[src/rtl/light_pkg.sv]
// Shared types and constants for the lamp-bus safety monitor.
// Lamp field layout per direction d: lights[3d+2:3d] = {red, yellow, green}.
package light_pkg;

  localparam int NUM_DIR = 4;
  localparam int DIR_N   = 0;
  localparam int DIR_E   = 1;
  localparam int DIR_S   = 2;
  localparam int DIR_W   = 3;

  localparam int BIT_GREEN  = 0;
  localparam int BIT_YELLOW = 1;
  localparam int BIT_RED    = 2;

  localparam logic [2:0] CODE_GREEN  = 3'(1 << BIT_GREEN);
  localparam logic [2:0] CODE_YELLOW = 3'(1 << BIT_YELLOW);
  localparam logic [2:0] CODE_RED    = 3'(1 << BIT_RED);

  localparam logic [11:0] ALL_RED = 12'b100_100_100_100;

  localparam logic [2:0] FC_NONE         = 3'd0;
  localparam logic [2:0] FC_ENCODING     = 3'd1;
  localparam logic [2:0] FC_TRANSITION   = 3'd2;
  localparam logic [2:0] FC_SHORT_YELLOW = 3'd3;
  localparam logic [2:0] FC_CONFLICT     = 3'd4;

  typedef enum logic [1:0] {RED, YELLOW, GREEN, ILLEGAL} lamp_state_t;
  typedef enum logic {MONITOR, FAULT} mon_state_t;

  function automatic lamp_state_t decode_lamp(input logic [2:0] field);
    case (field)
      CODE_RED:    return RED;
      CODE_YELLOW: return YELLOW;
      CODE_GREEN:  return GREEN;
      default:     return ILLEGAL;
    endcase
  endfunction

  function automatic logic is_go(input lamp_state_t st);
    return (st == GREEN) || (st == YELLOW);
  endfunction

  // Lowest set index wins when several directions flag in one cycle.
  function automatic logic [1:0] lowest_dir(input logic [3:0] v);
    logic [1:0] idx;
    idx = 2'd0;
    for (int i = NUM_DIR - 1; i >= 0; i--) begin
      if (v[i]) idx = 2'(i);
    end
    return idx;
  endfunction

endpackage

[src/rtl/light_dir_check.sv]
// One direction's lamp decode, previous-state tracking and the per-direction
// encoding / transition / short-yellow checks.
module light_dir_check
  import light_pkg::*;
#(
  parameter int MIN_YELLOW = 4,
  parameter int GLITCH_CYC = 2
) (
  input  logic        clk,
  input  logic        reset,
  input  logic [2:0]  i_lamp,
  input  logic        i_check_en,
  input  logic        i_reload,
  output lamp_state_t o_state,
  output logic        o_err_enc,
  output logic        o_err_trans,
  output logic        o_err_short
);

  localparam int YW = $clog2(MIN_YELLOW + 1);
  localparam int GW = $clog2(GLITCH_CYC + 1);

  lamp_state_t     w_cur;
  lamp_state_t     r_prev;
  logic [YW-1:0]   r_yel_cnt;
  logic [GW-1:0]   r_glitch_cnt;
  logic            w_bad_move;

  assign w_cur   = decode_lamp(i_lamp);
  assign o_state = w_cur;

  always_comb begin
    w_bad_move = 1'b0;
    if ((r_prev == GREEN  && w_cur == RED)    ||
        (r_prev == RED    && w_cur == YELLOW) ||
        (r_prev == YELLOW && w_cur == GREEN))
      w_bad_move = 1'b1;
  end

  // The current illegal sample is the one that brings the count to GLITCH_CYC.
  assign o_err_enc   = i_check_en && (w_cur == ILLEGAL) &&
                       (r_glitch_cnt >= GW'(GLITCH_CYC - 1));
  assign o_err_trans = i_check_en && w_bad_move;
  assign o_err_short = i_check_en && (r_prev == YELLOW) && (w_cur == RED) &&
                       (r_yel_cnt < YW'(MIN_YELLOW));

  always_ff @(posedge clk or negedge reset) begin
    if (!reset) begin
      r_prev       <= RED;
      r_yel_cnt    <= '0;
      r_glitch_cnt <= '0;
    end else if (i_reload) begin
      r_prev       <= (w_cur == ILLEGAL) ? RED : w_cur;
      r_yel_cnt    <= '0;
      r_glitch_cnt <= '0;
    end else if (i_check_en) begin
      if (w_cur != ILLEGAL) r_prev <= w_cur;
      if (w_cur == YELLOW) begin
        if (r_yel_cnt < YW'(MIN_YELLOW)) r_yel_cnt <= r_yel_cnt + YW'(1);
      end else begin
        r_yel_cnt <= '0;
      end
      if (w_cur == ILLEGAL) begin
        if (r_glitch_cnt < GW'(GLITCH_CYC)) r_glitch_cnt <= r_glitch_cnt + GW'(1);
      end else begin
        r_glitch_cnt <= '0;
      end
    end else begin
      r_yel_cnt    <= '0;
      r_glitch_cnt <= '0;
    end
  end

endmodule

[src/rtl/light_monitor.sv]
// Lamp-bus safety monitor: passes lights through until the first fault, then
// flashes all-red until clear_fault. Optional LIGHT_MON_FAULT_COUNT_EN adds fault_count.
//   state   | meaning
//   MONITOR | checks active, safe_lights follows lights one cycle late
//   FAULT   | fault latched, safe_lights flashes all-red / dark
module light_monitor
  import light_pkg::*;
#(
  parameter int MIN_YELLOW = 4,
  parameter int GLITCH_CYC = 2,
  parameter int FLASH_HALF = 25000000
) (
  input  logic        clk,
  input  logic        reset,
  input  logic [11:0] lights,
  input  logic        clear_fault,
  output logic [11:0] safe_lights,
  output logic        fault,
  output logic [2:0]  fault_code,
  output logic [1:0]  fault_dir
`ifdef LIGHT_MON_FAULT_COUNT_EN
  ,
  output logic [7:0]  fault_count
`endif
);

  localparam int            FW         = $clog2(2 * FLASH_HALF);
  localparam logic [FW-1:0] FLASH_LAST = FW'(2 * FLASH_HALF - 1);
  localparam logic [FW-1:0] FLASH_H    = FW'(FLASH_HALF);

  mon_state_t    r_state;
  logic [FW-1:0] r_flash;
  logic [FW-1:0] w_flash_nxt;
  lamp_state_t   w_state [NUM_DIR];
  logic [3:0]    w_enc, w_trans, w_short;
  logic          w_check, w_reload, w_conflict, w_hit;
  logic [2:0]    w_code;
  logic [1:0]    w_dir;

  assign w_check  = (r_state == MONITOR);
  assign w_reload = (r_state == FAULT) && clear_fault;

  for (genvar d = 0; d < NUM_DIR; d++) begin : g_dir
    light_dir_check #(
      .MIN_YELLOW (MIN_YELLOW),
      .GLITCH_CYC (GLITCH_CYC)
    ) u_dir_check (
      .clk         (clk),
      .reset       (reset),
      .i_lamp      (lights[3*d +: 3]),
      .i_check_en  (w_check),
      .i_reload    (w_reload),
      .o_state     (w_state[d]),
      .o_err_enc   (w_enc[d]),
      .o_err_trans (w_trans[d]),
      .o_err_short (w_short[d])
    );
  end

  assign w_conflict = w_check &&
                      (is_go(w_state[DIR_N]) || is_go(w_state[DIR_S])) &&
                      (is_go(w_state[DIR_E]) || is_go(w_state[DIR_W]));

  always_comb begin
    w_hit  = 1'b1;
    w_code = FC_NONE;
    w_dir  = 2'd0;
    if (w_conflict) begin
      w_code = FC_CONFLICT;
    end else if (|w_enc) begin
      w_code = FC_ENCODING;
      w_dir  = lowest_dir(w_enc);
    end else if (|w_trans) begin
      w_code = FC_TRANSITION;
      w_dir  = lowest_dir(w_trans);
    end else if (|w_short) begin
      w_code = FC_SHORT_YELLOW;
      w_dir  = lowest_dir(w_short);
    end else begin
      w_hit  = 1'b0;
    end
  end

  assign w_flash_nxt = (r_flash == FLASH_LAST) ? '0 : r_flash + FW'(1);

  always_ff @(posedge clk or negedge reset) begin
    if (!reset) begin
      r_state     <= MONITOR;
      r_flash     <= '0;
      safe_lights <= ALL_RED;
      fault       <= 1'b0;
      fault_code  <= FC_NONE;
      fault_dir   <= 2'd0;
    end else begin
      case (r_state)
        MONITOR: begin
          if (w_hit) begin
            r_state     <= FAULT;
            r_flash     <= '0;
            safe_lights <= ALL_RED;
            fault       <= 1'b1;
            fault_code  <= w_code;
            fault_dir   <= w_dir;
          end else begin
            safe_lights <= lights;
          end
        end
        FAULT: begin
          if (clear_fault) begin
            r_state     <= MONITOR;
            r_flash     <= '0;
            safe_lights <= lights;
            fault       <= 1'b0;
            fault_code  <= FC_NONE;
            fault_dir   <= 2'd0;
          end else begin
            r_flash     <= w_flash_nxt;
            safe_lights <= (w_flash_nxt < FLASH_H) ? ALL_RED : 12'h000;
          end
        end
        default: r_state <= MONITOR;
      endcase
    end
  end

`ifdef LIGHT_MON_FAULT_COUNT_EN
  always_ff @(posedge clk or negedge reset) begin
    if (!reset) begin
      fault_count <= 8'd0;
    end else if (w_check && w_hit && (fault_count != 8'hFF)) begin
      fault_count <= fault_count + 8'd1;
    end
  end
`endif

endmodule
[config.mk]
export PLATFORM = sky130hd
export DESIGN_NAME = light_monitor
export DESIGN_NICKNAME = d
export VERILOG_FILES = /design/src/rtl/light_pkg.sv /design/src/rtl/light_dir_check.sv /design/src/rtl/light_monitor.sv
export SDC_FILE = /design/constraint.sdc
export NUM_CORES = 1
export LEC_CHECK = 0
export BUFFER_PORTS_ARGS = -buffer_cell sky130_fd_sc_hd__buf_2
export CAP_MARGIN = 20
export CELL_PAD_IN_SITES_DETAIL_PLACEMENT = 0
export CELL_PAD_IN_SITES_GLOBAL_PLACEMENT = 2
export CORE_ASPECT_RATIO = 2
export CORE_UTILIZATION = 38
export CTS_CLUSTER_DIAMETER = 150
export DETAILED_ROUTE_END_ITERATION = 7
export PLACE_DENSITY_LB_ADDON = 0.05
export SETUP_SLACK_MARGIN = 0.05
export SLEW_MARGIN = 20
export SYNTH_ARGS = -nofsm -noshare
export SYNTH_HDL_FRONTEND = slang
export SYNTH_SLANG_ARGS = --single-unit
[constraint.sdc]
create_clock -name clk -period 2.7 [get_ports clk]
set_input_delay 0.135 -clock clk [delete_from_list [all_inputs] [get_ports clk]]
set_output_delay 0.135 -clock clk [all_outputs]
set_load 0.02 [all_outputs]
# Word-level counts from Yosys, hierarchy flattened
# Index checks and enable logic that the tools add are counted.
# totals
input_bits,15
regBits,73
output_inout_bits,18
elab_cells,262
# op_classes
reduce_logical,73
eq_ne,48
addsub,9
n_bitwise,1
magnitude_cmp,13
muxes,100
# op_table
op,count
2-to-1 mux 2 bit,53
2-to-1 mux 26 bit,3
2-to-1 mux 3 bit,19
one-hot mux 26 bit (2 select lines),1
logical AND 1 bit,39
2-to-1 mux 12 bit,3
"adder 26 x 1 -> 26 bit, second input constant",1
"equality test 26 bit, second input constant",1
"< comparator 26 x 25 -> 1 bit, second input constant",1
"equality test 2 bit, second input constant",12
one-hot mux 12 bit (2 select lines),1
one-hot mux 2 bit (3 select lines),4
"equality test 2 x 1 -> 1 bit, second input constant",8
logical NOT 2 bit,8
"!= test 4 x 2 -> 1 bit, second input constant",4
logical OR 1 bit,14
"adder 3 x 1 -> 3 bit, second input constant",4
"equality test 3 x 1 -> 1 bit, second input constant",4
"equality test 3 x 2 -> 1 bit, second input constant",4
"equality test 3 bit, second input constant",4
"< comparator 3 bit, second input constant",4
2-to-1 mux 1 bit,12
"!= test 2 bit, second input constant",6
"!= test 4 bit, second input constant",3
12 further kinds,31

# Longest topological paths before layout
# Gate-level depths: netlist of run 1.
# logic_depth
ltp_word,17
depth_mapped,12
ltp_nobuf,11

# Cells and area by module
# From an unflattened synthesis of run 1, not the netlist that was laid out.
# hier_totals
cells_unflattened,515
hier_area_um2,4739.5
# modules_own_cells
mod,cells_each,n_inst,seq_area_each_um2,area_each_um2
light_monitor,303,1,1131.1,2667.6
light_dir_check,53,4,175.2,518.0

# Worst setup path after synthesis of run 1
# OpenSTA, ideal clock, no wires.
# synth_path
path_type,input to register
start,in lights[6]
end,reg fault_code[0]
stages,10
arrival_ps,2375
path_buffers,1
t_required_ps,2581
slack_ps,206
setup_time_ps,119
cell_sequence,or3b_2 ha_1 nor2b_1 o221ai_1 a221oi_2 o211ai_1 nor3_1 buf_2 o21ai_0 a21bo_2
# synth_between
elab_chain_cells,14
word_cells_on_any_way,38
cone_classes,eq/ne: 7; mux: 12; reduce/logical: 19
# synth_rtl
item,line,source
"start, declared",light_monitor.sv:15,"input logic [11:0] lights,"
equality test 3 x 1 -> 1 bit (tied with other cells),light_pkg.sv:31,case (field)
one-hot mux 2 bit (3 select lines) (*),light_pkg.sv:31,
equality test 2 x 1 -> 1 bit / logical NOT 2 bit (equally long branches),--,
"logical AND 1 bit, on equally long branches","light_dir_check.sv:35, light_dir_check.sv:34",
logical OR 1 bit,light_dir_check.sv:34,if ((r_prev == GREEN && w_cur == RED) ||
logical OR 1 bit,light_dir_check.sv:35,(r_prev == RED && w_cur == YELLOW) ||
2-to-1 mux 1 bit,light_dir_check.sv:34,
logical AND 1 bit,light_dir_check.sv:43,assign o_err_trans = i_check_en && w_bad_move;
OR reduction 4 bit,light_monitor.sv:73,end else if (|w_trans) begin
2-to-1 mux 2 bit / 2-to-1 mux 1 bit (equally long branches),light_monitor.sv:73,
2-to-1 mux 2 bit / 2-to-1 mux 1 bit (equally long branches),light_monitor.sv:70,end else if (|w_enc) begin
2-to-1 mux 3 bit / 2-to-1 mux 1 bit (equally long branches),light_monitor.sv:68,if (w_conflict) begin
2-to-1 mux 3 bit / != test 2 bit (equally long branches),--,
one-hot mux 3 bit (2 select lines) / AND reduction 2 bit (equally long branches),--,
"end signal, assigned",light_monitor.sv:102,fault_code <= w_code;
"end, declared",light_monitor.sv:19,"output logic [2:0] fault_code,"
# Every way passes the cells marked *; elsewhere a longest branch is shown, timed or not. The select of a mux whose other input is x is not followed.
# A chain may end at the register's enable or synchronous reset.

# Final worst setup path of run 1
# layout_path
start,reg r_flash[0]
end,reg safe_lights[11]
# layout_between
elab_chain_cells,6
word_cells_on_any_way,7
cone_classes,add/sub: 1; order compare: 1; eq/ne: 1; mux: 4
# layout_rtl
item,line,source
"start, declared",light_monitor.sv:32,logic [FW-1:0] r_flash;
"start signal, assigned",light_monitor.sv:117,r_flash <= w_flash_nxt;
adder 26 x 1 -> 26 bit / equality test 26 bit (equally long branches),light_monitor.sv:84,assign w_flash_nxt = (r_flash == FLASH_LAST) ? '0 : r_flash + FW'(1);
2-to-1 mux 26 bit (*),light_monitor.sv:84,
< comparator 26 x 25 -> 1 bit (*),light_monitor.sv:118,safe_lights <= (w_flash_nxt < FLASH_H) ? ALL_RED : 12'h000;
2-to-1 mux 12 bit (*),light_monitor.sv:118,
2-to-1 mux 12 bit (*),light_monitor.sv:109,if (clear_fault) begin
one-hot mux 12 bit (2 select lines) (*),light_monitor.sv:95,case (r_state)
"end signal, assigned",light_monitor.sv:105,safe_lights <= lights;
"end signal, assigned",light_monitor.sv:112,safe_lights <= lights;
"end signal, assigned",light_monitor.sv:118,
"end, declared",light_monitor.sv:17,"output logic [11:0] safe_lights,"
# Every way passes the cells marked *; elsewhere a longest branch is shown, timed or not.

==> results.py, run 1 <==
metrics = {
    "synthesis": {
        "syn_inst": 533,
        "muxShareOfSynthArea_pct": 3.02,
        "yosys.area_share.xor_xnor_pct": 2.94,
        "synth-simple-area-share_pct": 24.7,
        "ys_seq_area_share_pct": 38.5,
        "ys_ff_latch": 73,
        "synth_edf_count": 0,
        "synth_fp_nets": 577,
        "async_reset_ff_share_pct": 100,
        "synth_adder_area_share_pct": 7.62,
        "synth_top_family_by_area": "simple AND/OR/NAND/NOR gates",
        "syn_area_sq_mm": 0.00476,
        "ys.warnings.count": 0,
        "synth_compound_area_share_pct": 17.5,
        "ys_types": 71,
        "syn_area_per_cell_sq_um": 8.93,
        "ys.flop_type": "dfrtp_1",
    },
    "floorplan": {
        "start_util_pct": 39.0,
        "io_pins": 33,
        "die_w_microns": 81.1,
        "die_h_microns": 160,
        "coreArea_sq_mm": 0.0122,
        "dieArea_sq_mm": 0.0130,
        "placementRows": 57,
    },
    "power_and_ir_drop": {
        "seq_power_share_pct": 33.3,
        "ir_drop_mv": 0.430,
        "p_leak_nw": 2.65,
        "sw_frac_of_total_pct": 38.1,
        "comb_power_share_pct": 40.6,
        "p_sw_mw": 1.75,
        "internal_power_mw": 2.85,
        "power_density_mw_per_mm2": 795,
        "power.share.clock_pct": 26.2,
    },
    "sta": {
        "skew_ns": 0.00801,
        "fin_crit_ns": 2.53,
        "maxSlewHeadroom_pct": 67.4,
        "holdWs_ns": 0.0762,
        "worstMarginPinSlew_ns": 0.483,
        "clock.fmax_ghz": 0.396,
        "rsz0062_at_grt": "false",
        "hold_viol": 0,
        "drv_slew": 0,
        "setup_viol": 0,
        "fin_crit_sh_pct": 93.6,
    },
    "clock_tree": {
        "clockBufferDepth": 2,
        "clk_pin_slew_ns": 0.06,
        "clock-sinks": 73,
        "clk_latency_ns": 0.34,
        "cts_root_buf": "clkbuf_16",
        "cts-buffers-inserted": 9,
        "htree_levels": 3,
        "cts_tree": "done",
    },
    "detailed_routing": {
        "antenna_left": 0,
        "vias_per_cell": 5.55,
        "wirelength_microns": 13700,
        "drc": 0,
        "dr.pass1.iters": 4,
        "wire_per_inst_microns": 18.0,
        "route.vias.total": 4206,
        "drtIter0Drc": 169,
    },
    "cells_and_area": {
        "multi_input_area_sq_mm": 0.00270,
        "area_delta_synth_final_pct": 21.6,
        "num_antenna_cells": 0,
        "drive_gt1_share_pct": 24.1,
        "design_area_sq_mm": 0.00579,
        "nets": 650,
        "fill_cells": 1224,
        "seqCellArea_sq_mm": 0.00184,
    },
    "critical_path": {
        "cp_data_arrival_time_ns": 2.77,
        "end_kind": "flip-flop",
        "path_class": "reg -> reg",
        "reg2regPathDepth": 9,
        "cp_max_fo": 4,
        "start_kind": "flip-flop",
        "cp.required_ns": 2.95,
    },
    "min_path": {
        "min_path_type": "in -> reg",
        "hold_depth": 2,
    },
    "global_route": {
        "grt_pass1_wl_microns": 22000,
        "track_usage_pct": 22.8,
        "grt-ovfl-total": 0,
        "antenna_found_initial": 0,
        "grt_pass1_vias": 4348,
        "grt_max_degree": 74,
    },
    "place": {
        "port_buffers": 32,
        "finalWeightedCongestion": 0.835,
        "dp_hpwl_microns": 10600,
        "dpl-instance-area_sq_mm": 0.00540,
    },
    "run_status": {
        "outcome": "completed",
    },
    "run": {
        "max-cap-violations": 0,
    },
}
==> sequential cells by signal (all words and copies together), names as in the netlist <==
name,flops
fault,1
fault_code,3
fault_dir,2
g_dir.u_dir_check.r_glitch_cnt,8
g_dir.u_dir_check.r_prev,8
g_dir.u_dir_check.r_yel_cnt,12
r_flash,26
r_state,1
safe_lights,12
==> cell usage after synthesis, drive strengths merged (3+ instances only) <==
cell    number  area, sq um
and4         3         28.8
or4          4         35.0
nor2        55          206
nand2       38          143
clkbuf      13         60.1
nor3        15         86.3
o221ai       4         35.0
o32ai        4         35.0
xnor2        6         52.6
nor3b        5         37.5
or3b         5         43.8
inv         32          120
nand3       20          100
xor2        10         87.6
and3        11         70.1
mux2i       11          110
nor2b        6         37.5
nand4       14          100
buf         13         91.3
dfrtp       69         1730
o41ai        4         35.0
o31ai        8         60.1
dfstp        4          105
or2          3         18.8
o22ai        3         18.8
o21ai       53          265
a31oi       11         68.8
a211oi       4         30.0
nor4         5         52.6
and2        15         96.4
nand2b       6         37.5
mux2         3         33.8
nor4b        3         26.3
a21oi       14         70.1
or3          4         25.0
ha          29          363
==> repair_timing <==
item	in CTS	in global routing
hold buffers	0	1
setup endpoints to repair	1	5
resized for setup	1	15
pin swaps	0	5
buffers inserted	0	1
endpoints found under the hold margin	0	18
==> final timing paths <==
path / slack [ns] / startpoint / endpoint
worst max-delay path: 0.17 / r_flash[0]$_DFFE_PN0P_ / safe_lights[11]$_DFF_PN1_
worst min-delay path: 0.08 / lights[9] / safe_lights[9]$_DFF_PN0_
worst max register to register: 0.17 / r_flash[0]$_DFFE_PN0P_ / safe_lights[11]$_DFF_PN1_
worst min register to register: 0.51 / fault_code[1]$_DFFE_PN0P_ / fault_code[1]$_DFFE_PN0P_
max in group asynchronous: 1.86 / reset / safe_lights[5]$_DFF_PN1_
min in group asynchronous: 0.22 / reset / r_flash[10]$_DFFE_PN0P_
==> layout make-up <==
| type | count | area share [%] |
|---|---|---|
| repair buffers | 88 | 11.2 |
| multi-input cells | 402 | 46.6 |
| inverters | 32 | 2.08 |
| clock buffers | 9 | 3.89 |
| clock inverters | 7 | 1.23 |
| flip-flops and latches | 73 | 31.8 |
| well taps | 147 | 3.18 |
==> logic make-up after synthesis <==
kind of cell,after synthesis
adder cells (fa/ha/maj),29
AND/OR/NAND/NOR,216
AO/OA/AOI/OAI,127
XOR/XNOR,16
multiplexers,14
buffers and inverters,58
flip-flops,73
==> stage by stage <==
step	utilization, %	power (mW)	cells	setup slack (ns)	setup TNS (ns)
2_1_floorplan	-	2.63	533	0.206	0
4_1_cts	46.7	4.64	755	0.107	0
3_3_place_gp	44.2	3.37	739	-0.0861	-0.484
5_1_grt	47.4	4.91	758	0.0545	0
6_report	47.4	4.60	758	0.172	0
3_5_place_dp	44.2	3.41	739	-0.163	-1.79
==> routing by layer <==
layer | global-route usage, % | vias to the layer above | part of all wire (%)
li1 | - | 2052 | -
met1 | 22.0 | 2051 | 36
met2 | 44.5 | 78 | 59
met3 | 3.43 | 25 | 2.5
met4 | 10.4 | 0 | 3.0
met5 | 0 | - | 0
==> critical path, cell delays in order, from the launching register on <==
cell and delay [ns]:
dfrtp_1 0.40, ha_4 0.17, nand4_2 0.16, buf_6 0.17
nor3_4 0.15, and4_2 0.26, xnor2_1 0.07, or4_4 0.50
a2111oi_4 0.46, a211oi_1 0.10
==> power by group through the flow <==
stage	registers, mW	logic [mW]	clock network, mW
floorplan	1.67	0.960	0
global placement	1.53	1.83	0
detailed placement	1.55	1.86	0
CTS	1.53	1.87	1.24
global route	1.56	2.07	1.28
finish	1.53	1.87	1.20
==> placed cells by master, fill, tap and decap left out, drive strengths merged, types with 14 or more instances in the layout <==
| cell | n |
|---|---|
| nor3 | 15 |
| inv | 32 |
| nand4 | 14 |
| nor2 | 55 |
| nand2 | 38 |
| a21oi | 14 |
| ha | 29 |
| o21ai | 53 |
| nand3 | 20 |
| dfrtp | 69 |
| buf | 87 |
| and2 | 15 |
(Power assumes the default switching activity.)
==> run 2, diff against run 1 <==
- RECOVER_POWER: unset -> 25
==> results.py, run 2 (synthesis results as in run 1) <==
metrics = {
    "place": {
        "port_buffers": 32,
        "dpl-instance-area_sq_mm": 0.00540,
        "place_inst": 739,
        "finalWeightedCongestion": 0.835,
        "dp_hpwl_microns": 10600,
        "dp_slack_ns": -0.163,
    },
    "clock_tree": {
        "clk_pin_slew_ns": 0.06,
        "htree_levels": 3,
        "clk_latency_ns": 0.34,
        "cts-buffers-inserted": 9,
        "clockBufferDepth": 2,
        "cts_root_buf": "clkbuf_16",
        "clock-sinks": 73,
        "cts_tree": "done",
    },
    "global_route": {
        "grt_max_degree": 74,
        "grt-ovfl-total": 0,
        "grt_pass1_vias": 4348,
        "grt_pass1_wl_microns": 22000,
        "antenna_found_initial": 0,
        "track_usage_pct": 22.8,
    },
    "floorplan": {
        "io_pins": 33,
        "dieArea_sq_mm": 0.0130,
        "coreArea_sq_mm": 0.0122,
        "start_util_pct": 39.0,
        "placementRows": 57,
        "die_h_microns": 160,
        "die_w_microns": 81.1,
    },
    "detailed_routing": {
        "wire_per_inst_microns": 18.0,
        "dr.pass1.iters": 4,
        "route.vias.total": 4200,
        "drtIter0Drc": 191,
        "drc": 0,
        "vias_per_cell": 5.54,
        "wirelength_microns": 13600,
        "antenna_left": 0,
    },
    "cells_and_area": {
        "largest_register_ffs": 26,
        "design_area_sq_mm": 0.00576,
        "largest_register": "r_flash",
        "drive_gt1_share_pct": 23.9,
        "fill_cells": 1225,
        "num_antenna_cells": 0,
        "largest_registers": "r_flash x26, g_dir.u_dir_check.r_yel_cnt x12, safe_lights x12",
        "final_cells": 758,
        "area_delta_synth_final_pct": 21.1,
        "layout_commonest_cell": "dfrtp_1",
        "final_cell_mix": "61 x dfrtp_1, 55 x nor2_1, 53 x o21ai_0",
        "nets": 650,
    },
    "critical_path": {
        "start_kind": "flip-flop",
        "reg2regPathDepth": 9,
        "critical_path.max_stage_delay_ns": 0.50,
        "r2r-start": "r_flash[0]$_DFFE_PN0P_",
        "path_class": "reg -> reg",
        "crit_family": "simple AND/OR/NAND/NOR gates",
        "cp_num_buf_inv": 1,
        "worst_r2r_endpoint": "safe_lights[11]$_DFF_PN1_",
        "r2r_slack_ns": 0.18,
        "path_cells": "ha_4, nand4_2, buf_6, nor3_4, and4_2, xnor2_1, or4_4, a2111oi_4, a211oi_1",
        "cp.required_ns": 2.95,
        "end_kind": "flip-flop",
        "cp_max_fo": 4,
        "cp_data_arrival_time_ns": 2.77,
        "cp_slowest_cell": "or4_4",
    },
    "run_status": {
        "outcome": "completed",
    },
    "power_and_ir_drop": {
        "ir_drop_mv": 0.429,
        "p_total_mw": 4.60,
        "power_density_mw_per_mm2": 798,
        "p_leak_nw": 2.64,
    },
    "sta": {
        "worstMarginPinSlew_ns": 0.985,
        "clock.fmax_ghz": 0.396,
        "tns_ns": 0,
        "maxSlewHeadroom_pct": 34.3,
        "setup_viol": 0,
        "hold_viol": 0,
        "fin_crit_sh_pct": 93.4,
        "fin_crit_ns": 2.52,
        "rsz0062_at_grt": "false",
        "drv_slew": 0,
        "setup_slack_ns": 0.177,
        "skew_ns": 0.00845,
    },
    "min_path": {
        "min_path_type": "in -> reg",
        "hold_depth": 2,
        "min-delay-start": "lights[10]",
        "holdPathEnd": "safe_lights[10]$_DFF_PN0_",
    },
    "run": {
        "max-cap-violations": 0,
    },
}
-- run 2: area by class of cell --
cell class	instances	area (sq um)	share of cell area, %
clock buffer	9	225	3.91
clock inverter	7	71.3	1.24
inverter	32	120	2.08
multi-input combinational	402	2700	46.8
sequential	73	1840	32.0
tap	147	184	3.19
timing repair buffer	88	623	10.8
-- run 2: routing by layer --
| layer | vias to the layer above | share of wire (%) | track usage [%] | routed length (microns) |
|---|---|---|---|---|
| met3 | 28 | 2.2 | 3.43 | 297 |
| met4 | 0 | 3.6 | 10.4 | 486 |
| met5 | - | 0 | 0 | 0 |
| li1 | 2051 | - | - | - |
| met1 | 2048 | 36 | 22.0 | 4840 |
| met2 | 73 | 59 | 44.5 | 8000 |
-- run 2: where the power goes --
part	switching, mW	internal, mW
clock network	0.494	0.714
logic	1.09	0.769
registers	0.169	1.36
total	1.76	2.84
-- run 2: how the worst max path moves through the flow --
stage / start / slack [ns] / endpoint / cells after the start
after global routing: r_flash[0]$_DFFE_PN0P_ / 0.05 / safe_lights[2]$_DFF_PN1_ / 9
after detailed placement: lights[0] / -0.16 / r_flash[14]$_DFFE_PN0P_ / 13
final: r_flash[0]$_DFFE_PN0P_ / 0.18 / safe_lights[11]$_DFF_PN1_ / 9
after floorplan: lights[6] / 0.21 / fault_code[0]$_DFFE_PN0P_ / 10
after CTS: r_flash[0]$_DFFE_PN0P_ / 0.11 / safe_lights[5]$_DFF_PN1_ / 9
after global placement: lights[0] / -0.09 / r_flash[14]$_DFFE_PN0P_ / 13
-- run 2: worst reg2reg max path, delay by kind of cell (launching register included) --
family | cells | cell delay (ns)
flops | 1 | 0.40
simple gates | 4 | 1.07
fa+ha+maj | 1 | 0.17
compound gates | 2 | 0.57
buf+inv | 1 | 0.17
xor+xnor | 1 | 0.07
-- run 2: metrics by stage --
stage | util [%] | hold slack [ns]
after CTS | 46.7 | 0.00158
final | 47.2 | 0.0741
after floorplan | - | -0.161
after global placement | 44.2 | 0.350
after global routing | 47.2 | 0.0852
after detailed placement | 44.2 | 0.362
-- run 2: repair_timing --
item / 4_1_cts / 5_1_grt
resized for setup: 1 / 15
setup endpoints to repair: 1 / 5
hold buffers: 0 / 1
setup buffers: 0 / 1
pin swaps: 0 / 5
endpoints found under the hold margin: 0 / 18
